**src/rtl/mux_scan_ctrl.sv**
```systemverilog
// rtl/mux_scan_ctrl.sv - masked, directional select scan for the 4:1 logic mux
// Settles each enabled channel, samples mux_out once, and packs the bits into data.
module mux_scan_ctrl #(
  parameter int SEL_W       = 2,
  parameter int HOLD_CYCLES = 1,
  localparam int N_CH       = 2 ** SEL_W
) (
  input  logic              clk,
  input  logic              rst,
  input  logic              start,
  input  logic [N_CH-1:0]   mask,
  input  logic              dir,
  input  logic              mux_out,
  output logic [SEL_W-1:0]  a,
  output logic              busy,
  output logic              done,
  output logic [N_CH-1:0]   data,
  output logic [SEL_W:0]    ch_cnt
);

  typedef enum logic [1:0] {IDLE, SETTLE, SAMPLE, DONE} state_t;

  state_t           state_q;
  logic [SEL_W-1:0] a_q;
  logic             busy_q;
  logic             done_q;
  logic [N_CH-1:0]  data_q;
  logic [SEL_W:0]   ch_cnt_q;
  logic [3:0]       hold_q;
  logic [N_CH-1:0]  mask_q;
  logic             dir_q;
  logic [SEL_W:0]   first_d;
  logic [SEL_W:0]   next_d;

  // Returns {found, index} of the first set bit strictly beyond `from` in direction d.
  function automatic logic [SEL_W:0] find_ch(input logic [N_CH-1:0] m, input int from,
                                             input logic d);
    logic [SEL_W:0]   r;
    logic [SEL_W-1:0] idx;
    int               j;
    r = '0;
    for (int i = 0; i < N_CH; i++) begin
      j   = d ? (N_CH - 1 - i) : i;
      idx = SEL_W'(j);
      if (!r[SEL_W] && m[idx] && (d ? (j < from) : (j > from))) begin
        r = {1'b1, idx};
      end
    end
    return r;
  endfunction

  always_comb begin
    first_d = find_ch(mask, dir ? N_CH : -1, dir);
    next_d  = find_ch(mask_q, int'(a_q), dir_q);
  end

  always_ff @(posedge clk) begin
    if (rst) begin
      state_q  <= IDLE;
      a_q      <= '0;
      busy_q   <= 1'b0;
      done_q   <= 1'b0;
      data_q   <= '0;
      ch_cnt_q <= '0;
      hold_q   <= '0;
      mask_q   <= '0;
      dir_q    <= 1'b0;
    end else begin
      case (state_q)
        IDLE: begin
          if (start) begin
            mask_q   <= mask;
            dir_q    <= dir;
            data_q   <= '0;
            ch_cnt_q <= '0;
            hold_q   <= '0;
            if (first_d[SEL_W]) begin
              a_q     <= first_d[SEL_W-1:0];
              busy_q  <= 1'b1;
              state_q <= SETTLE;
            end else begin
              state_q <= DONE;
            end
          end
        end
        SETTLE: begin
          hold_q <= hold_q + 4'd1;
          if (hold_q == 4'(HOLD_CYCLES - 1)) begin
            state_q <= SAMPLE;
          end
        end
        SAMPLE: begin
          data_q[a_q] <= mux_out;
          ch_cnt_q    <= ch_cnt_q + 1'b1;
          if (next_d[SEL_W]) begin
            a_q     <= next_d[SEL_W-1:0];
            hold_q  <= '0;
            state_q <= SETTLE;
          end else begin
            busy_q  <= 1'b0;
            done_q  <= 1'b1;
            state_q <= DONE;
          end
        end
        default: begin
          // An empty mask arrives here with done low, so it waits one cycle to pulse done.
          if (done_q) begin
            done_q  <= 1'b0;
            state_q <= IDLE;
          end else begin
            done_q <= 1'b1;
          end
        end
      endcase
    end
  end

  assign a      = a_q;
  assign busy   = busy_q;
  assign done   = done_q;
  assign data   = data_q;
  assign ch_cnt = ch_cnt_q;

endmodule
```
**config.mk**
```make
export PLATFORM = sky130hd
export DESIGN_NAME = mux_scan_ctrl
export DESIGN_NICKNAME = d
export VERILOG_FILES = /design/src/rtl/mux_scan_ctrl.sv
export SDC_FILE = /design/constraint.sdc
export NUM_CORES = 1
export LEC_CHECK = 0
export ABC_CLOCK_PERIOD_IN_PS = 6000
export BUFFER_PORTS_ARGS = -buffer_cell sky130_fd_sc_hd__buf_2
export CAP_MARGIN = 20
export CORE_MARGIN = 4
export CORE_UTILIZATION = 35
export DETAILED_ROUTE_END_ITERATION = 10
export GPL_TIMING_DRIVEN = 0
export PLACE_DENSITY = 0.64
export SYNTH_ARGS = -nofsm -noshare
export SYNTH_HDL_FRONTEND = slang
export SYNTH_SLANG_ARGS = --single-unit
```
**constraint.sdc**
```tcl
create_clock -name clk -period 6 [get_ports clk]
set_clock_uncertainty 0.2 [all_clocks]
set_input_delay 0.6 -clock clk [delete_from_list [all_inputs] [get_ports clk]]
set_output_delay 0.6 -clock clk [all_outputs]
set_load 0.005 [all_outputs]
```
==> out/results.txt, run 1 <==
The proportion of layout cells with a drive suffix above 1 came out at 21.4%. The die height was 70.5 um; the share of flip-flops with an asynchronous set or reset after synthesis was 0%. At the pin with the least slew margin, the transition time is 0.565 ns.

For the number of top-level pins, the log shows 20. The initial standard-cell utilization of the core was 36.8%. The die covers 4970 um2. Of all cell types, the one taking the most synthesized area is sky130_fd_sc_hd__dfxtp_1. Synthesis handed over a netlist of 169 instances. The leakage power is 0.633 nW, and the total half-perimeter wirelength after legalization and detailed placement is 2340 um.

The tools report the number of antenna cells inserted as 0. Based on the critical path, the design can be clocked at up to 0.371 GHz. The aggregate negative setup slack was 0 ns. The type of origin of the critical path is a register. Portion of the clock cycle consumed by the worst path in the final layout: 45.0%. TritonCTS built the clock tree. The tools report the number of nets in the synthesized netlist as 185. Measured against its own limit, the worst slew margin works out to 62.4%.

By count the netlist is led by 22 x sky130_fd_sc_hd__dfxtp_1, 22 x sky130_fd_sc_hd__nand2_1, 21 x sky130_fd_sc_hd__a21oi_1. The worst hold slack was 0.272 ns; the smallest setup slack after layout was 3.30 ns. The run gives 1 as the H-tree depth reported by CTS. Yosys printed 0 warnings.

The synthesized netlist contains 47 unique library cells. The category of the critical setup timing path is register to register. The largest fanout on the critical path came out at 10.

The pre-CTS worst setup slack is 3.31 ns, and the clock transition time at the flip-flop clock pins of the worst setup and hold paths is 0.09 ns. Number of max-capacitance violations reported: 0. The number of port buffers works out to 19. The area growth from synthesis to layout is 16.6%. Setup repair after global routing left no endpoint under its margin. Power spread over the standard cell area amounts to 266 nW/um2.

The core region area was 3720 um2; the count of nets after finishing was 209. The run gives 0.957 as the final weighted congestion in routability-driven placement. Initial antenna violation count: 0. The worst setup path is captured at a register.

The average wire length per cell after detail routing was 13.0 um. For this block, the routed nets add up to 3110 um of wire. Count of fill cells added during filler insertion: 383. Counting every sink on the clock net gives 22. The total overflow left after global routing is 0. From left edge to right edge, the die measures 70.5 um.

The tools report the wire length of the first global-routing pass as 5290 um. In the post-synthesis netlist, the biggest area contributors are sky130_fd_sc_hd__dfxtp_1 32%, sky130_fd_sc_hd__a21oi_1 7.7%, sky130_fd_sc_hd__ha_1 6.4%, sky130_fd_sc_hd__nand2_1 6.0%, sky130_fd_sc_hd__nor2_1 4.9%. The number of gates resized after CTS was 0.

Dividing the synthesized area by the synthesized cell count gives 8.09 um2. The max-slew violation count came out at 0. For the worst setup path, the data required time is 5.96 ns. Synthesis inferred 22 register bits.

The routed layout has 1,259 vias. The clock reaches the later pin of the worst-skew pair after 0.27 ns. The multi-input combinational cells in the finished layout cover a total of 850 um2. The first detailed-routing pass ran for 4 iterations. In this run the clock root is driven by a sky130_fd_sc_hd__clkbuf_8. Yosys mapped a number of flops with a built-in enable equal to 0. The post-detailed-route via-to-cell ratio was 5.25.

The floorplan has 22 rows. The logs give 53 for the DRC marker count from the first detailed-route iteration and 0 for the final setup violation count. The via count of the first global-routing pass was 1,179; the pin count of the biggest net entering global routing was 14. The aggregate global-route resource usage was 13.0%; the data arrival time of the critical path was 2.66 ns. Counting the buffers created by CTS gives 3. For this design, the CTS-stage hold fixing added 0 buffers. Counting cells, the worst reg-to-reg path comes to 8. The primary flip-flop cell chosen by synthesis mapping is sky130_fd_sc_hd__dfxtp_1.

The maximum resistive drop on vdd was 0.122 mV; the sequential cell area was 440 um2. Along the worst hold path, the cell count comes to 2. For the finished layout, the period the worst path requires is 2.70 ns. The synthesized netlist occupies a cell area of 1370 um2. The tools report the sequential fraction of the synthesis area as 32.2%. The share of the synthesized area in the top cell type is 32.2%, and the number of buffers inserted by post-CTS setup repair is 0. In the routed design, unresolved DRC markers number 0. The logs give 0 for the hold violation count in the final report and 2 for the largest buffer count on any clock path.

The count of antenna-violating nets left after detailed routing is 0. The kind of path behind the tightest hold check was register to register. The run finished with clean final reports.
where the power goes:
group          total (W)  leakage (nW)  switching (W)  internal, W
Sequential      0.000168         0.179      0.0000116     0.000156
Clock           0.000140        0.0357      0.0000508    0.0000892
Combinational   0.000116         0.418      0.0000690    0.0000473
Total           0.000424         0.633       0.000131     0.000293
worst max-delay path, stage by stage, from the launching register on:
cell	delay (ns)
sky130_fd_sc_hd__dfxtp_1	0.45
sky130_fd_sc_hd__inv_1	0.16
sky130_fd_sc_hd__ha_1	0.36
sky130_fd_sc_hd__buf_6	0.15
sky130_fd_sc_hd__o21ai_1	0.21
sky130_fd_sc_hd__nor2_1	0.06
sky130_fd_sc_hd__a31oi_1	0.32
sky130_fd_sc_hd__nand4_2	0.29
sky130_fd_sc_hd__a2111oi_2	0.37
state kept, by name (all words and copies together), names as in the netlist:
name and flops:
busy 1, data 4, a 2, state_q 2, mask_q 4, ch_cnt 3, hold_q 4, done 1
dir_q 1
final cells by class:
| cell class | count | area share, % |
|---|---|---|
| Tap cell | 48 | 3.77 |
| Timing Repair Buffer | 19 | 5.97 |
| Clock buffer | 3 | 2.59 |
| Sequential cell | 22 | 27.6 |
| Inverter | 8 | 1.88 |
| Multi-Input combinational cell | 131 | 53.3 |
| Buffer | 8 | 2.98 |
| Clock inverter | 1 | 1.88 |
per-stage QoR:
step | instances | power (W) | util, % | cell area [um2]
floorplan | 169 | 0.000258 | - | 1370
global placement | 236 | 0.000286 | 41.0 | 1520
detailed placement | 236 | 0.000288 | 41.0 | 1520
CTS | 240 | 0.000427 | 42.9 | 1590
global route | 240 | 0.000451 | 42.9 | 1590
finish | 240 | 0.000424 | 42.9 | 1590
path summary, 6_finish.rpt:
| check | from | endpoint | slack [ns] |
|---|---|---|---|
| setup / recovery | a[1]$_SDFFE_PP0P_ | state_q[1]$_SDFFE_PP0P_ | 3.30 |
| hold reg to reg | data[2]$_SDFFE_PP0P_ | data[2]$_SDFFE_PP0P_ | 0.27 |
| hold / removal | data[2]$_SDFFE_PP0P_ | data[2]$_SDFFE_PP0P_ | 0.27 |
| setup reg to reg | a[1]$_SDFFE_PP0P_ | state_q[1]$_SDFFE_PP0P_ | 3.30 |
metal layers:
layer  up-vias  global-route usage [%]  share of wire [%]
met5         -                       0                  0
met4         0                    4.04               0.84
met3         4                    2.01                2.1
met2        13                    22.2                 50
met1       579                    16.6                 47
li1        663                       -                  -
cells by family after synthesis:
| family | Yosys count | share of synthesized area (%) |
|---|---|---|
| and+or+nand+nor | 67 | 25.3 |
| xor gates and xnor gates | 1 | 0.641 |
| muxes | 2 | 1.46 |
| AOI/OAI and AO/OA | 54 | 28.4 |
| buffers and inverters | 16 | 5.67 |
| DFF | 22 | 32.2 |
| adders and majority gates | 7 | 6.40 |
layout by cell type (no fill, tap or decap), drive strengths merged, types with 2 or more instances in the layout:
cell	synthesis	final
a21oi	22	22
a311oi	3	3
a31oi	3	3
buf	5	24
clkbuf	3	6
dfxtp	22	22
ha	7	7
inv	8	8
mux2i	2	2
nand2	22	22
nand2b	5	5
nand3	4	4
nand3b	2	2
nand4	4	4
nor2	18	18
nor3	3	3
nor4b	2	2
o2111ai	2	2
o211ai	2	2
o21ai	10	10
o22ai	3	3
Note: power is estimated with default switching activity, not from simulation.
==> run 2: changes to the inputs <==
--- a/config.mk
+++ b/config.mk
@@ -5,14 +5,14 @@
 export SDC_FILE = /design/constraint.sdc
 export NUM_CORES = 1
 export LEC_CHECK = 0
-export ABC_CLOCK_PERIOD_IN_PS = 6000
+export ABC_CLOCK_PERIOD_IN_PS = 2190
 export BUFFER_PORTS_ARGS = -buffer_cell sky130_fd_sc_hd__buf_2
 export CAP_MARGIN = 20
 export CORE_MARGIN = 4
 export CORE_UTILIZATION = 35
 export DETAILED_ROUTE_END_ITERATION = 10
 export GPL_TIMING_DRIVEN = 0
-export PLACE_DENSITY = 0.64
+export PLACE_DENSITY = 0.66
 export SYNTH_ARGS = -nofsm -noshare
 export SYNTH_HDL_FRONTEND = slang
 export SYNTH_SLANG_ARGS = --single-unit
==> constraint.sdc (replaced) <==
create_clock -name clk -period 2.19 [get_ports clk]
set_clock_uncertainty 0.2 [all_clocks]
set_input_delay 0.219 -clock clk [delete_from_list [all_inputs] [get_ports clk]]
set_output_delay 0.219 -clock clk [all_outputs]
set_load 0.005 [all_outputs]
==> run 2 against run 1 <==
The run now ends with setup timing left. Setup slack worse by 3.4 ns. Sequential power increased to 2.8 times the previous value. Register-to-register slack lost 3.4 ns. Sequential share of layout area decreased by 3.1 points. Worst hold slack got worse by 0.24 ns. Die area unchanged. Non-clock buffer count is 11 higher. Total power grew to 2.8 times the previous value. Final area rose by 14%. Wire length rose by 12%. Critical path type unchanged.
==> out/results.txt, run 2 (same netlist as run 1, synthesis figures left out) <==
The clock period minus worst slack is 2.24 ns (was 2.70 ns). The leakage power is 0.700 nW (was 0.633 nW). The checks that failed: setup timing.

The run gives 0 (unchanged) as the initial antenna violation count. The critical-path cell with the highest stage delay is sky130_fd_sc_hd__dfxtp_2 (was sky130_fd_sc_hd__dfxtp_1). Remaining design rule violation count: 0 (unchanged).

Critical Path, Cell by Cell: buf_6 > inv_8 > ha_4 > buf_8 > buf_4 > o22ai_2 > nor3b_4 > a41o_4 > nor2_2 > a32o_1 (was inv_1 > ha_1 > buf_6 > o21ai_1 > nor2_1 > a31oi_1 > nand4_2 > a2111oi_2). The total number of vias came out at 1,336 (was 1,259). Most used cells in the layout excluding fill and tap cells: 22 x sky130_fd_sc_hd__nand2_1, 21 x sky130_fd_sc_hd__buf_2, 21 x sky130_fd_sc_hd__a21oi_1, 19 x sky130_fd_sc_hd__dfxtp_1, 16 x sky130_fd_sc_hd__nor2_1 (was 22 x sky130_fd_sc_hd__nand2_1, 22 x sky130_fd_sc_hd__dfxtp_1, 21 x sky130_fd_sc_hd__buf_2, 21 x sky130_fd_sc_hd__a21oi_1, 18 x sky130_fd_sc_hd__nor2_1).

The run gives 0.000784 W (was 0.000293 W) as the cell-internal power. The post-layout utilization of the core is 49.0% (was 42.9%). The aggregate negative setup slack was -0.116 ns (was 0 ns); the clock share of power was 24.8% (was 33.0%). The flow ran to the end, but the final reports show violations. The run gives 36.8% (unchanged) as the initial standard-cell utilization of the core. The via count of the first global-routing pass is 1,255 (was 1,179), and the total power is 0.00120 W (was 0.000424 W). Type of origin of the critical path: a register (unchanged). The logs give 2460 um (was 2340 um) for the total half-perimeter wirelength after legalization and detailed placement and 3480 um (was 3110 um) for the total length of routed wires. For the pin count of the biggest net entering global routing, the log shows 13 (was 14).

For the max-slew violation count, the log shows 0 (unchanged). The H-tree depth reported by CTS is 1 (unchanged), and the smallest setup slack after layout is -0.0509 ns (was 3.30 ns). Core region area: 3720 um2 (unchanged). The final setup violation count was 3 (was 0); the die width was 70.5 um (unchanged). The switching power share of the total is 34.4% (was 31.0%). The wire length of the first global-routing pass was 5780 um (was 5290 um).

The clock transition time at the flip-flop clock pins of the worst setup and hold paths is 0.08 ns (was 0.09 ns), and the overflow left after global routing is 0 (unchanged). The worst-skew pair later-pin latency is 0.26 ns (was 0.27 ns). The critical path capture point type was a register (unchanged). Most frequent standard cell in the layout excluding fill and tap cells: sky130_fd_sc_hd__nand2_1. Setup repair after global routing could not meet its margin everywhere. The data arrival time of the critical path came out at 2.20 ns (was 2.66 ns).

The run gives 0.806 (was 0.957) as the final weighted congestion in routability-driven placement. The kind of path behind the tightest hold check was input pin to register (was register to register). The hold violation count in the final report was 0 (unchanged); the die height was 70.5 um (unchanged). The proportion of layout cells with a drive suffix above 1 came out at 32.0% (was 21.4%). The tools report the required arrival time at the worst endpoint as 2.15 ns (was 5.96 ns).

The clock root buffer was sky130_fd_sc_hd__clkbuf_8 (unchanged). The logs give 62.2% (was 62.4%) for the normalized max-slew margin and 4970 um2 (unchanged) for the die area. The clock buffer count from CTS was 3 (unchanged); the largest fanout on the critical path was 8 (was 10).

The run gives 20 (unchanged) as the number of top-level pins. The iteration count of the initial detailed-routing pass is 4 (unchanged), and the placement row count is 22 (unchanged). The slew at the pin closest to its max-slew limit was 0.567 ns (was 0.565 ns); the post-detailed-route via-to-cell ratio was 5.32 (was 5.25).

The layout-stage area growth over the synthesis result is 33.2% (was 16.6%), and the peak per-stage delay on the critical path is 0.34 ns (was 0.45 ns). The average wire length per cell after detail routing came out at 13.9 um (was 13.0 um). Aggregate global-route resource usage: 14.0% (was 13.0%).

TritonCTS built the clock tree. For the count of antenna-violating nets left after detailed routing, the log shows 0 (unchanged). Number of port buffers: 19 (unchanged).

The category of the critical setup timing path is register to register (unchanged). The sequential cell fraction of total power is 38.8% (was 39.6%). The count of nets after finishing is 220 (was 209), and the DRC marker count from the first detailed-route iteration is 47 (was 53). The run gives 0.0274 ns (was 0.272 ns) as the worst hold slack.

For the number of max-capacitance violations reported, the log shows 0 (unchanged). The part of the power in combinational logic was 36.4% (was 27.4%). The tools report the maximum resistive drop on vdd as 0.421 mV (was 0.122 mV). The largest buffer count on any clock path is 2 (unchanged), and the power density relative to cell area is 656 nW/um2 (was 266 nW/um2).

For the number of antenna cells inserted, the log shows 0 (unchanged). The portion of the clock cycle consumed by the worst path in the final layout is 102% (was 45.0%), and the highest achievable clock rate is 0.446 GHz (was 0.371 GHz). The number of sinks driven by the clock tree was 22 (unchanged); the power spent charging and discharging nets was 0.000412 W (was 0.000131 W).
==> run 2: power groups by stage <==
stage	Sequential, W	Combinational, W	Clock (W)
after global routing	0.000470	0.000477	0.000312
after CTS	0.000461	0.000400	0.000293
final	0.000464	0.000435	0.000297
after detailed placement	0.000473	0.000344	0
after global placement	0.000472	0.000340	0
after floorplan	0.000467	0.000264	0
==> run 2: worst paths after layout <==
path	start	endpoint	slack, ns	depth (start not counted)
setup reg to reg	dir_q$_SDFFE_PP0P_	a[0]$_SDFFE_PP0P_	-0.05	10
setup / recovery	dir_q$_SDFFE_PP0P_	a[0]$_SDFFE_PP0P_	-0.05	10
hold / removal	dir	dir_q$_SDFFE_PP0P_	0.03	3
hold reg to reg	hold_q[3]$_SDFFE_PP0P_	hold_q[3]$_SDFFE_PP0P_	0.28	1
==> run 2: repair_timing <==
| item | CTS | global route |
|---|---|---|
| pin swaps | 4 | 10 |
| hold buffers | 1 | 0 |
| cloned | 0 | 0 |
| gates resized for setup | 8 | 11 |
| endpoints found under the hold margin | 1 | 0 |
| setup buffers | 10 | 0 |
| endpoints found under the setup margin | 6 | 8 |
==> run 2: critical path: cells and delay by family (launching register included) <==
kind	cells	cell delay, ns
AOI/OAI and AO/OA	3	0.58
buffers and inverters	4	0.40
DFF	1	0.34
and+or+nand+nor	2	0.34
adders and majority gates	1	0.27
==> run 2: stage by stage <==
| stage | worst slack, ns | instance area [um2] | instances |
|---|---|---|---|
| global placement | -0.150 | 1580 | 236 |
| global route | -0.117 | 1820 | 251 |
| finish | -0.0509 | 1820 | 251 |
| CTS | -0.0887 | 1750 | 251 |
| floorplan | 0.00187 | 1430 | 169 |
| detailed placement | -0.166 | 1580 | 236 |
==> run 2: layer usage <==
layer,GRT usage (%),part of all wire [%]
met1,19.3,48
met5,0,0
met3,1.87,2.6
met2,22.7,48
met4,4.47,0.98
==> run 2: cell type report <==
class | count | area (um2)
multi-input combinational | 131 | 985
inverter | 8 | 40.0
sequential | 22 | 447
clock buffer | 4 | 55.1
fill | 375 | 1890
timing repair buffer | 30 | 184
buffer | 8 | 51.3
tap | 48 | 60.1
==> run 3: changes to the inputs <==
--- a/config.mk
+++ b/config.mk
@@ -10,6 +10,7 @@
 export CAP_MARGIN = 20
 export CORE_MARGIN = 4
 export CORE_UTILIZATION = 35
+export CTS_BUF_LIST = sky130_fd_sc_hd__clkbuf_2
 export DETAILED_ROUTE_END_ITERATION = 10
 export GPL_TIMING_DRIVEN = 0
 export PLACE_DENSITY = 0.66
==> run 3 against run 2 <==
The flow still finishes with violations (setup timing). Non-clock buffer count increased by 9. Sequential share of layout area down 0.38 points. Largest cell class unchanged. Fmax is 1.4% lower. Total power fell by 9.8%. Largest power group unchanged. Clock-buffer cell count decreased by 1. Utilization rose by 0.77 points.
==> out/results.txt, run 3 (same netlist as run 1, synthesis figures left out) <==
The flow ran to the end, but the final reports show violations. Failing checks: setup timing (unchanged). For the initial antenna violation count, the log shows 0 (unchanged). The aggregate negative setup slack is -0.258 ns (was -0.116 ns), and the core region area is 3720 um2 (unchanged). The category of the critical setup timing path is register to register (unchanged). The largest fanout on the critical path is 8 (unchanged), and the fraction of met3 tracks used by global routing is 1.44% (was 1.87%). The non-filler instance count after layout was 260 (was 251); the pin count of the biggest net entering global routing was 13 (unchanged). For the aggregate global-route resource usage, the log shows 15.3% (was 14.0%). Post-detailed-route via-to-cell ratio: 5.21 (was 5.32). The tools report the clock root buffer as sky130_fd_sc_hd__clkbuf_2 (was sky130_fd_sc_hd__clkbuf_8). The run gives 0.000405 W (was 0.000412 W) as the power spent charging and discharging nets. Die height: 70.5 um (unchanged). The power density relative to cell area is 583 nW/um2 (was 656 nW/um2). The average wire length per cell after detail routing is 14.3 um (was 13.9 um). For the count of antenna-violating nets left after detailed routing, the log shows 0 (unchanged).

The most frequent standard cell in the layout excluding fill and tap cells was sky130_fd_sc_hd__nand2_1 (unchanged). For the met2 usage in global routing, the log shows 25.1% (was 22.7%). Design area: 1850 um2 (was 1820 um2). The switching power share of the total came out at 37.6% (was 34.4%). The clock transition time at the flip-flop clock pins of the worst setup and hold paths was 0.22 ns (was 0.08 ns). For the DRC marker count from the first detailed-route iteration, the log shows 33 (was 47). Hold violation count in the final report: 0 (unchanged). The portion of the clock cycle consumed by the worst path in the final layout was 104% (was 102%). The clock period minus worst slack was 2.27 ns (was 2.24 ns).

The max-slew violation count came out at 0 (unchanged). The number of max-capacitance violations reported is 0 (unchanged), and the total length of routed wires is 3710 um (was 3480 um). H-tree depth reported by CTS: 1 (unchanged). TritonCTS built the clock tree. For the total number of vias, the log shows 1,354 (was 1,336).

The depth of the worst register-to-register path was 10 (unchanged); the final setup violation count was 7 (was 3). Register-to-register setup slack: -0.08 ns (was -0.05 ns). The number of port buffers came out at 19 (unchanged). For the worst-skew pair later-pin latency, the log shows 0.32 ns (was 0.26 ns). The data arrival time of the critical path came out at 2.33 ns (was 2.20 ns). The sequential cell fraction of total power came out at 43.1% (was 38.8%). The kind of path behind the tightest hold check is input pin to register (unchanged).

Most used cells in the layout excluding fill and tap cells: 22 x sky130_fd_sc_hd__nand2_1, 21 x sky130_fd_sc_hd__buf_2, 21 x sky130_fd_sc_hd__a21oi_1, 19 x sky130_fd_sc_hd__dfxtp_1, 17 x sky130_fd_sc_hd__nor2_1 (was 22 x sky130_fd_sc_hd__nand2_1, 21 x sky130_fd_sc_hd__buf_2, 21 x sky130_fd_sc_hd__a21oi_1, 19 x sky130_fd_sc_hd__dfxtp_1, 16 x sky130_fd_sc_hd__nor2_1). The hold-critical path depth is 3 (unchanged), and the number of sinks driven by the clock tree is 22 (unchanged). The part of the power in combinational logic came out at 41.3% (was 36.4%). The logs give 20.6% (was 19.3%) for the met1 track demand over resource in global routing and 4 (unchanged) for the iteration count of the initial detailed-routing pass. The logs give 0 (unchanged) for the remaining design rule violation count and 0.000673 W (was 0.000784 W) for the cell-internal power. The type of origin of the critical path was a register (unchanged). The largest buffer count on any clock path is 2 (unchanged), and the via count of the first global-routing pass is 1,336 (was 1,255).

The pre-CTS worst setup slack was -0.166 ns (unchanged). The run gives 0 (unchanged) as the overflow left after global routing. The run gives 3 (unchanged) as the clock buffer count from CTS. The leakage power was 0.720 nW (was 0.700 nW); the number of top-level pins was 20 (unchanged). The die area was 4970 um2 (unchanged). The count of nets after finishing was 229 (was 220); the instance area at placement was 1580 um2 (unchanged). The smallest setup slack after layout was -0.0829 ns (was -0.0509 ns); the placement row count was 22 (unchanged). The total half-perimeter wirelength after legalization and detailed placement was 2460 um (unchanged); the required arrival time at the worst endpoint was 2.24 ns (was 2.15 ns).

Most used routing layer: met2 (unchanged). The count of fill cells added during filler insertion came out at 376 (was 375). The tools report the placed cell count as 236 (unchanged). The post-layout utilization of the core came out at 49.8% (was 49.0%). The slew at the pin closest to its max-slew limit was 0.575 ns (was 0.567 ns). The proportion of layout cells with a drive suffix above 1 was 30.7% (was 32.0%); the wire length of the first global-routing pass was 6280 um (was 5780 um).

The run gives 15.6% (was 24.8%) as the clock share of power. The number of antenna cells inserted is 0 (unchanged). Setup repair after global routing could not meet its margin everywhere. The layout-stage area growth over the synthesis result is 35.3% (was 33.2%), and the final weighted congestion in routability-driven placement is 0.806 (unchanged). The die width was 70.5 um (unchanged); the initial standard-cell utilization of the core was 36.8% (unchanged). The run gives 61.6% (was 62.2%) as the normalized max-slew margin. The highest achievable clock rate came out at 0.440 GHz (was 0.446 GHz). The run gives 0.364 mV (was 0.421 mV) as the maximum resistive drop on vdd. The critical path capture point type is a register (unchanged).
-- run 3: worst max-delay path, stage by stage, from the launching register on --
cell	delay (ns)
sky130_fd_sc_hd__dfxtp_2	0.39
sky130_fd_sc_hd__buf_6	0.11
sky130_fd_sc_hd__inv_8	0.04
sky130_fd_sc_hd__ha_4	0.27
sky130_fd_sc_hd__buf_8	0.13
sky130_fd_sc_hd__buf_4	0.13
sky130_fd_sc_hd__o22ai_2	0.09
sky130_fd_sc_hd__nor3b_4	0.29
sky130_fd_sc_hd__a41o_2	0.30
sky130_fd_sc_hd__a21oi_2	0.05
sky130_fd_sc_hd__a221oi_2	0.21
-- run 3: path summary, 6_finish.rpt --
path | startpoint | endpoint
max reg2reg | dir_q$_SDFFE_PP0P_ | a[1]$_SDFFE_PP0P_
min | start | state_q[0]$_SDFFE_PP0P_
max | dir_q$_SDFFE_PP0P_ | a[1]$_SDFFE_PP0P_
min reg2reg | busy$_SDFFE_PP0P_ | busy$_SDFFE_PP0P_
-- run 3: area by class of cell --
type                       count  area [um2]  share of cell area [%]
multi-input combinational    131         967                    52.3
sequential                    22         447                    24.1
timing repair buffer          39         269                    14.5
tap                           48        60.1                    3.25
buffer                         8        51.3                    2.77
inverter                       8        37.5                    2.03
clock buffer                   3        15.0                   0.811
clock inverter                 1        3.75                   0.203
-- run 3: stage by stage --
stage,power [W],hold WS (ns)
6_report,0.00108,0.123
5_1_grt,0.00114,0.167
4_1_cts,0.00105,0.118
3_5_place_dp,0.000817,0.246
3_3_place_gp,0.000813,0.247
2_1_floorplan,0.000731,0.0988
-- run 3: what timing repair did --
item	in CTS	in global routing
endpoints found under the setup margin	7	9
hold buffers	8	0
buffers inserted	10	2
pin swaps	10	7
resized for setup	10	4
hold endpoints to repair	10	0
-- run 3: layer usage --
layer | part of all wire [%] | up-vias
li1 | - | 698
met1 | 47 | 628
met2 | 48 | 22
met3 | 2.6 | 6
met4 | 2.0 | 0
met5 | 0 | -
-- run 3: power groups by stage --
stage	Combinational (W)	Clock (W)	Sequential, W
2_1_floorplan	0.000264	0	0.000467
6_report	0.000445	0.000169	0.000464
5_1_grt	0.000489	0.000186	0.000471
3_5_place_dp	0.000344	0	0.000473
4_1_cts	0.000416	0.000167	0.000463
3_3_place_gp	0.000340	0	0.000472
